===== src/rtl/fix_bodylength_checker_pkg.sv =====
// Shared constants, error codes and FSM states for the inbound
// FIX BodyLength checker.
package fix_bodylength_checker_pkg;

    localparam logic [7:0] SOH     = 8'h01;
    localparam logic [7:0] EQ      = 8'h3D;
    localparam logic [7:0] ZERO    = 8'h30;
    localparam logic [7:0] TAG9    = 8'h39;
    localparam logic [7:0] TAG10_1 = 8'h31;
    localparam logic [7:0] TAG10_0 = 8'h30;

    typedef logic [2:0] err_t;

    localparam err_t ERR_NONE    = 3'd0;
    localparam err_t ERR_HDR     = 3'd1;
    localparam err_t ERR_DIGIT   = 3'd2;
    localparam err_t ERR_OVF     = 3'd3;
    localparam err_t ERR_NOSOH   = 3'd4;
    localparam err_t ERR_TRAILER = 3'd5;
    localparam err_t ERR_EMPTY   = 3'd6;

    typedef enum logic [2:0] {
        S_IDLE,
        S_HDR,
        S_T9A,
        S_T9B,
        S_DIG,
        S_BODY,
        S_TRL,
        S_FAIL
    } state_t;

    // Expected byte at each position of the "10=" trailer tag
    function automatic logic [7:0] trl_char(input logic [1:0] pos);
        logic [7:0] c;
        c = EQ;
        unique case (1'b1)
            (pos == 2'd0): c = TAG10_1;
            (pos == 2'd1): c = TAG10_0;
            default:       c = EQ;
        endcase
        return c;
    endfunction

endpackage


===== src/rtl/fix_bodylength_checker_ascii_to_bin_accum.sv =====
// ASCII decimal accumulator: digit detect, acc*10+d, digit count
// and overflow (too many digits or value beyond LEN_WIDTH bits).
module fix_bodylength_checker_ascii_to_bin_accum
    import fix_bodylength_checker_pkg::*;
#(
    parameter int LEN_WIDTH  = 16,
    parameter int MAX_DIGITS = 5,
    parameter int DW         = $clog2(MAX_DIGITS + 1)
) (
    input  logic                 clk,
    input  logic                 rst,
    input  logic                 clear,
    input  logic                 step,
    input  logic [7:0]           byte_i,
    output logic                 is_digit,
    output logic                 ovf,
    output logic [LEN_WIDTH-1:0] acc,
    output logic [DW-1:0]        ndig
);

    localparam int AW = LEN_WIDTH + 4;
    localparam logic [AW-1:0] LIMIT = AW'({LEN_WIDTH{1'b1}});

    logic [AW-1:0] acc_q;
    logic [AW-1:0] acc_nxt;
    logic [DW-1:0] ndig_q;

    assign is_digit = (byte_i >= ZERO) && (byte_i <= ZERO + 8'd9);
    assign acc_nxt  = acc_q * AW'(10) + AW'(byte_i[3:0]);
    assign ovf      = is_digit &&
                      ((ndig_q == DW'(MAX_DIGITS)) || (acc_nxt > LIMIT));

    always_ff @(posedge clk or negedge rst) begin
        if (!rst) begin
            acc_q  <= '0;
            ndig_q <= '0;
        end else if (clear) begin
            acc_q  <= '0;
            ndig_q <= '0;
        end else if (step) begin
            acc_q  <= acc_nxt;
            ndig_q <= ndig_q + DW'(1);
        end
    end

    assign acc  = acc_q[LEN_WIDTH-1:0];
    assign ndig = ndig_q;

endmodule


===== config.mk =====
export PLATFORM = sky130hd
export DESIGN_NAME = fix_bodylength_checker_ascii_to_bin_accum
export DESIGN_NICKNAME = d
export VERILOG_FILES = /design/src/rtl/fix_bodylength_checker_pkg.sv /design/src/rtl/fix_bodylength_checker_ascii_to_bin_accum.sv
export SDC_FILE = /design/constraint.sdc
export NUM_CORES = 1
export LEC_CHECK = 0
export BUFFER_PORTS_ARGS = -buffer_cell sky130_fd_sc_hd__buf_4
export CORE_MARGIN = 1.5
export CORE_UTILIZATION = 44
export DETAILED_ROUTE_END_ITERATION = 6
export SETUP_SLACK_MARGIN = 0.5
export SLEW_MARGIN = 30
export SYNTH_ARGS = -nofsm -noshare
export SYNTH_HDL_FRONTEND = slang
export SYNTH_SLANG_ARGS = --single-unit

===== constraint.sdc =====
create_clock -name clk -period 10.08 [get_ports clk]
set_clock_uncertainty 0.2 [all_clocks]
set_input_delay 1.512 -clock clk [delete_from_list [all_inputs] [get_ports clk]]
set_output_delay 1.512 -clock clk [all_outputs]
set_load 0.01 [all_outputs]

==> results of run 1 <==
## path summary, 6_finish.rpt
check | depth (start not counted) | slack, ns | startpoint | endpoint
setup reg to reg | 12 | 6.30 | acc_q[1]$_DFFE_PN0P_ | acc_q[18]$_DFFE_PN0P_
setup / recovery | 13 | 4.48 | acc_q[1]$_DFFE_PN0P_ | ovf
hold reg to reg | 2 | 0.34 | acc_q[17]$_DFFE_PN0P_ | acc_q[17]$_DFFE_PN0P_
max in group asynchronous | 1 | 8.51 | rst | acc_q[13]$_DFFE_PN0P_
hold / removal | 2 | 0.34 | acc_q[17]$_DFFE_PN0P_ | acc_q[17]$_DFFE_PN0P_
min in group asynchronous | 1 | 0.93 | rst | acc_q[18]$_DFFE_PN0P_
## routing by layer
metal / routed length (µm) / up-vias / track usage, %
met2: 2800 / 19 / 32.8
li1: - / 1008 / -
met5: 0 / - / 0
met1: 2470 / 961 / 22.9
met3: 102 / 2 / 2.63
met4: 24 / 0 / 2.98
## metrics by stage
step / cell area (µm²) / power [mW] / setup WS, ns / std cells / hold WS, ns
floorplan: 2570 / 0.272 / 4.92 / 275 / 0.291
detailed placement: 2750 / 0.312 / 4.50 / 357 / 0.327
finish: 2800 / 0.363 / 4.48 / 360 / 0.338
CTS: 2800 / 0.369 / 4.45 / 360 / 0.346
global placement: 2750 / 0.311 / 4.52 / 357 / 0.312
global route: 2800 / 0.395 / 4.12 / 360 / 0.352
## cells by family after synthesis
group                    share of synthesized area, %
XOR/XNOR                                         13.0
flip-flops                                       21.5
AND/OR/NAND/NOR                                  16.6
AO/OA/AOI/OAI                                    18.8
adder cells (fa/ha/maj)                          19.1
buffers and inverters                            7.02
multiplexers                                     3.95
## state kept, by name (all words and copies together), names as in the netlist
name	flops
acc_q	19
ndig	3
## Yosys cell counts, types with 2 or more instances
cell type	n	area share, %
ha_1	36	18
nor2_1	34	5.0
dfrtp_1	22	21
xnor2_1	18	6.1
buf_4	16	4.7
a21oi_1	15	2.9
nand2_1	15	2.2
a211oi_1	14	4.1
inv_1	9	1.3
mux2i_1	9	3.5
xor2_1	9	3.1
o21ai_0	8	1.6
clkbuf_1	6	0.88
xnor2_2	5	3.2
nand3_1	4	0.78
nor3_1	4	0.78
a21o_1	3	0.88
nand4_1	3	0.73
o21ai_1	3	0.58
a211o_1	2	0.68
a31oi_1	2	0.49
and2_1	2	0.49
fa_1	2	1.6
o21a_1	2	0.58
o31ai_1	2	0.58
## critical path, cell delays in order, from the launching register on
cell	delay, ns
dfrtp_1	0.46
ha_1	0.33
ha_1	0.24
fa_1	0.45
a211oi_4	0.37
nor3_2	0.13
nor4_4	0.30
and4_4	0.28
nand4_4	0.13
nor3_4	0.25
nand4_2	0.16
o31ai_1	0.26
a31oi_1	0.11
buf_4	0.15
## cell type report
class	count	share of cell area, %
multi-input cells	221	65.7
clock buffers	3	1.48
well taps	72	3.22
flip-flops and latches	22	19.7
inverters	10	1.34
repair buffers	32	8.59
## report_power, final
group	internal, mW	switching [mW]
Clock	0.0267	0.0283
Combinational	0.0857	0.112
Sequential	0.0972	0.0131
Total	0.210	0.154
==> impl_results.rst, run 1 <==
.. list-table::
   :header-rows: 1

   * - Metric
     - Value
   * - Run status
     - finished, final reports clean
   * - Ys Warns
     - 0
   * - Resize count post-CTS
     - 0
   * - Worst min-delay path category
     - register to register
   * - First-pass GRT wire length
     - 9060 µm
   * - Routability congestion estimate from global placement
     - ~0.81
   * - Count of final max-slew check failures
     - 0
   * - Wire per inst
     - approximately 15 µm
   * - Total nets after synthesis
     - ~330
   * - Detailed Route WL
     - 5400 µm
   * - Total of max-cap violations
     - 0
   * - First-pass iteration count of the detailed router
     - 4
   * - Max_slew headroom
     - between 70% and 80%
   * - Most instantiated flip-flop cell in the synthesis netlist
     - dfrtp_1
   * - Multi-input gate area
     - about 0.0018 mm²
   * - RSZ-0062 raised after global routing
     - no
   * - Part of the cycle the worst path needs
     - between 50% and 60%
   * - Clock Latency Late Sink
     - about 0.26 ns
   * - Fraction of registers with async set/reset
     - 100%
   * - CTS Buffer Depth
     - 2
   * - Most common library cell in the layout ignoring fill and taps
     - ha_1
   * - Total number of H-tree levels
     - 1
   * - CP Max Fanout
     - 5
   * - Routed via count
     - ~2000
   * - CTS tree
     - done
   * - Sequential standard cell area
     - between 500 and 600 µm²
   * - Sort of element at the end of the critical path
     - output port
   * - Final Setup Violations
     - 0
   * - TritonCTS buffer count
     - 3
   * - Category of the worst setup path launch point
     - register
   * - Antenna diode count
     - 0
   * - EDFF count, synth
     - 0
   * - Distinct cells, synth
     - 55
   * - Detailed-placement wirelength estimate
     - between 4000 and 5000 µm
   * - Gate count of the mapped netlist
     - ~280
   * - Period minus WS final
     - approximately 5.6 ns
   * - Clock Sink Count
     - 22
   * - Number of fillers in the final layout
     - about 550
   * - Combined global-route utilization of all metal layers
     - a little under a fifth
   * - Die span in x
     - approximately 80 µm
   * - Avg Synthesized Cell Area
     - around 9.3 µm²
   * - Floorplan core area
     - 0.00557 mm²
   * - Final #Nets
     - 340
   * - Slew at the pin with the worst max-slew slack
     - between 0.4 and 0.5 ns
   * - Hold buffers post-CTS
     - 0
   * - Setup Buffers After CTS
     - 0
   * - Flop and latch count out of synthesis
     - 22
   * - Library cell used as clock root buffer
     - clkbuf_8
   * - Vias in the first global route
     - just under 2000
   * - I/O Buffers
     - 32
   * - Final Hold Violating Endpoints
     - 0
   * - Register clock-pin slew on the reported worst setup and hold paths
     - ~0.08 ns
   * - Synthesis-to-finish area growth
     - 8.92%
   * - Total overflow reported by the global router
     - 0
   * - Final total negative setup slack
     - 0 ns
   * - Number of DRC markers after the initial detailed-route iteration
     - 43
   * - Post-Synthesis Cell Area
     - 0.00257 mm²
   * - Die area
     - about 0.0063 mm²
   * - Chip Height
     - a little under 80 µm
   * - Number of primary I/O pins
     - 33
   * - Final core utilization
     - roughly half
   * - Class of the most critical setup path
     - register to output port
   * - Largest net degree at the start of global routing
     - 35
   * - Initial antenna violation count
     - 0
   * - Total power density per cell area
     - 130 mW/mm²
   * - Antenna Violating Nets Remaining
     - 0
   * - Peak Freq
     - about 0.18 GHz
   * - Maximum vdd drop
     - ~0.06 mV
   * - Arrival time reported for the critical path endpoint
     - between 3 and 4 ns
   * - Routed vias/inst
     - between 5 and 6
   * - Fraction of layout cells with a size suffix above 1
     - between 10% and 20%
   * - Top library cells by usage in the layout, fill and taps aside
     - ha_1, nor2_1, buf_4, dfrtp_1, xnor2_1
   * - Portion of the post-synthesis area used by sequential elements
     - between 20% and 30%
   * - Starting utilization of the core area
     - 46.0%
   * - Leakage power
     - between 1 and 1.5 nW
   * - Post-detailed-route DRC marker count
     - 0
   * - Required time worst endpoint
     - roughly 8.4 ns
   * - Rows
     - 27
Note: power is estimated with default switching activity, not from simulation.
==> run 2: changes to the inputs <==
==> constraint.sdc (replaced) <==
create_clock -name clk -period 5.4 [get_ports clk]
set_clock_uncertainty 0.2 [all_clocks]
set_input_delay 0.81 -clock clk [delete_from_list [all_inputs] [get_ports clk]]
set_output_delay 0.81 -clock clk [all_outputs]
set_load 0.01 [all_outputs]
==> impl_results.rst, run 2 (synthesis gave the netlist of run 1 again) <==
.. list-table::
   :header-rows: 1

   * - Metric
     - Value
   * - Routed via count
     - 2002 (+0.60%)
   * - Routability congestion estimate from global placement
     - 0.903 (+11%)
   * - Starting utilization of the core area
     - 46.0% (unchanged)
   * - Capture point of the worst reg-to-reg path
     - acc_q[18]$_DFFE_PN0P_
   * - Clock Latency Late Sink
     - 0.27 ns (about the same)
   * - TritonCTS buffer count
     - 3 (unchanged)
   * - Largest net degree at the start of global routing
     - 35 (unchanged)
   * - RSZ-0062 raised after global routing
     - no
   * - Part of the cycle the worst path needs
     - 86.1%
   * - Antenna Violating Nets Remaining
     - 0 (unchanged)
   * - First-pass iteration count of the detailed router
     - 4 (unchanged)
   * - Sort of element at the end of the critical path
     - output port
   * - Total number of H-tree levels
     - 1 (unchanged)
   * - Total of max-cap violations
     - 0 (unchanged)
   * - Vias in the first global route
     - 1893 (-2.3%)
   * - Required time worst endpoint
     - 4.39 ns (-3.98 ns)
   * - Most common library cell in the layout ignoring fill and taps
     - ha_1
   * - First-pass GRT wire length
     - 9320 µm (+2.9%)
   * - Final total negative setup slack
     - 0 ns (unchanged)
   * - Largest reg by FF count
     - acc_q
   * - Total overflow reported by the global router
     - 0 (unchanged)
   * - Setup crit start
     - acc_q[1]$_DFFE_PN0P_
   * - Worst min-delay path category
     - input port to asynchronous set/reset pin
   * - CTS tree
     - done
   * - Final #Nets
     - 343 (+0.88%)
   * - Number of flip-flops under the largest register name
     - 19 (unchanged)
   * - Synthesis-to-finish area growth
     - 10.9%
   * - Initial antenna violation count
     - 0 (unchanged)
   * - Number of primary I/O pins
     - 33 (unchanged)
   * - CTS Buffer Depth
     - 2 (unchanged)
   * - Wire per inst
     - 15.4 µm (+2.8%)
   * - Die span in x
     - 79.4 µm (unchanged)
   * - Peak Freq
     - between 0.2 and 0.25 GHz
   * - Final Hold Violating Endpoints
     - 0 (unchanged)
   * - Number of fillers in the final layout
     - 557 (+1.8%)
   * - Clock Sink Count
     - 22 (unchanged)
   * - Max_slew headroom
     - 73.1% (+0.98 points)
   * - Class of the most critical setup path
     - register to output port
   * - Top library cells by usage in the layout, fill and taps aside
     - ha_1, buf_4, nor2_1, dfrtp_1, xnor2_1
   * - Detailed-placement wirelength estimate
     - 4480 µm (+4.3%)
   * - Final Setup Violations
     - 0 (unchanged)
   * - Final Worst Setup Slack
     - 0.749 ns (-3.73 ns)
   * - Arrival time reported for the critical path endpoint
     - 3.64 ns (-0.24 ns)
   * - Antenna diode count
     - 0 (unchanged)
   * - Slack of the worst reg-to-reg path
     - 1.76 ns (-4.54 ns)
   * - CP Max Fanout
     - 5 (unchanged)
   * - Worst reg2reg path depth
     - 13 (+1)
   * - Fraction of layout cells with a size suffix above 1
     - 21.6% (+2.5 points)
   * - Worst r2r src
     - acc_q[1]$_DFFE_PN0P_
   * - Routed vias/inst
     - 5.50 (-0.50%)
   * - Library cell used as clock root buffer
     - clkbuf_8
   * - Rows
     - 27 (unchanged)
   * - Number of DRC markers after the initial detailed-route iteration
     - 53 (+23%)
   * - Total power density per cell area
     - 248 mW/mm² (+91%)
   * - Count of final max-slew check failures
     - 0 (unchanged)
   * - Post-detailed-route DRC marker count
     - 0 (unchanged)
   * - Detailed Route WL
     - 5610 µm (+3.9%)
   * - Period minus WS final
     - roughly 4.7 ns
   * - Floorplan core area
     - 0.00557 mm² (unchanged)
   * - Worst-case setup slack after placement
     - 0.815 ns (-3.68 ns)
   * - Chip Height
     - 79.4 µm (unchanged)
   * - Maximum vdd drop
     - 0.128 mV (+110%)
   * - Leakage power
     - 1.38 nW (+1.4%)
   * - Combined global-route utilization of all metal layers
     - 18.9% (+0.83 points)
   * - Slew at the pin with the worst max-slew slack
     - 0.401 ns (-0.0166 ns)
   * - Category of the worst setup path launch point
     - register
   * - Register clock-pin slew on the reported worst setup and hold paths
     - 0.08 ns (about the same)
   * - Die area
     - 0.00630 mm² (unchanged)
   * - Run status
     - finished, final reports clean
   * - I/O Buffers
     - 32 (unchanged)
run 2: worst max-delay path by stage:
stage,end,cells past startpoint
after floorplan,ovf,12
after global placement,ovf,13
after detailed placement,ovf,13
after CTS,ovf,13
after global routing,ovf,13
final,ovf,13
run 2: per-layer routing:
metal / global-route usage, % / part of all wire [%] / vias up
met5: 0 / 0 / -
met4: 4.56 / 1.4 / 0
met3: 2.51 / 2.2 / 6
met2: 32.8 / 51 / 28
met1: 24.8 / 45 / 956
li1: - / - / 1012
run 2: what timing repair did:
action / CTS / global route
setup buffers: 0 / 2
setup endpoints to repair: 0 / 1
resized for setup: 0 / 4
hold buffers: 0 / 0
run 2: critical path: stages (launching register included):
cell,delay (ns)
dfrtp_2,0.45
ha_1,0.30
ha_1,0.24
fa_2,0.39
a211oi_4,0.32
o21bai_4,0.14
xor2_2,0.22
and4_4,0.27
nand4_4,0.14
nor3_2,0.21
mux2_1,0.35
o21ai_1,0.08
a31oi_1,0.11
buf_4,0.15
run 2: per-stage QoR:
step	instance area (µm²)	utilization (%)	cells	total power [mW]	hold WS (ns)
finish	2850	51.0	364	0.705	0.215
global route	2850	51.0	364	0.760	0.236
CTS	2820	50.5	362	0.712	0.225
detailed placement	2760	49.5	358	0.586	0.384
global placement	2760	49.5	358	0.583	0.323
floorplan	2570	-	275	0.507	0.291
run 2: power by group:
part	switching, mW	internal, mW
sequential	0.0247	0.182
combinational	0.215	0.162
clock	0.0567	0.0652
run 2: layout make-up:
cell class	instances	area [µm²]	area share, %
clock buffer	4	55.1	1.93
inverter	10	37.5	1.32
multi-input combinational	221	1850	65.0
sequential	22	552	19.4
tap	72	90.1	3.17
timing repair buffer	35	263	9.23
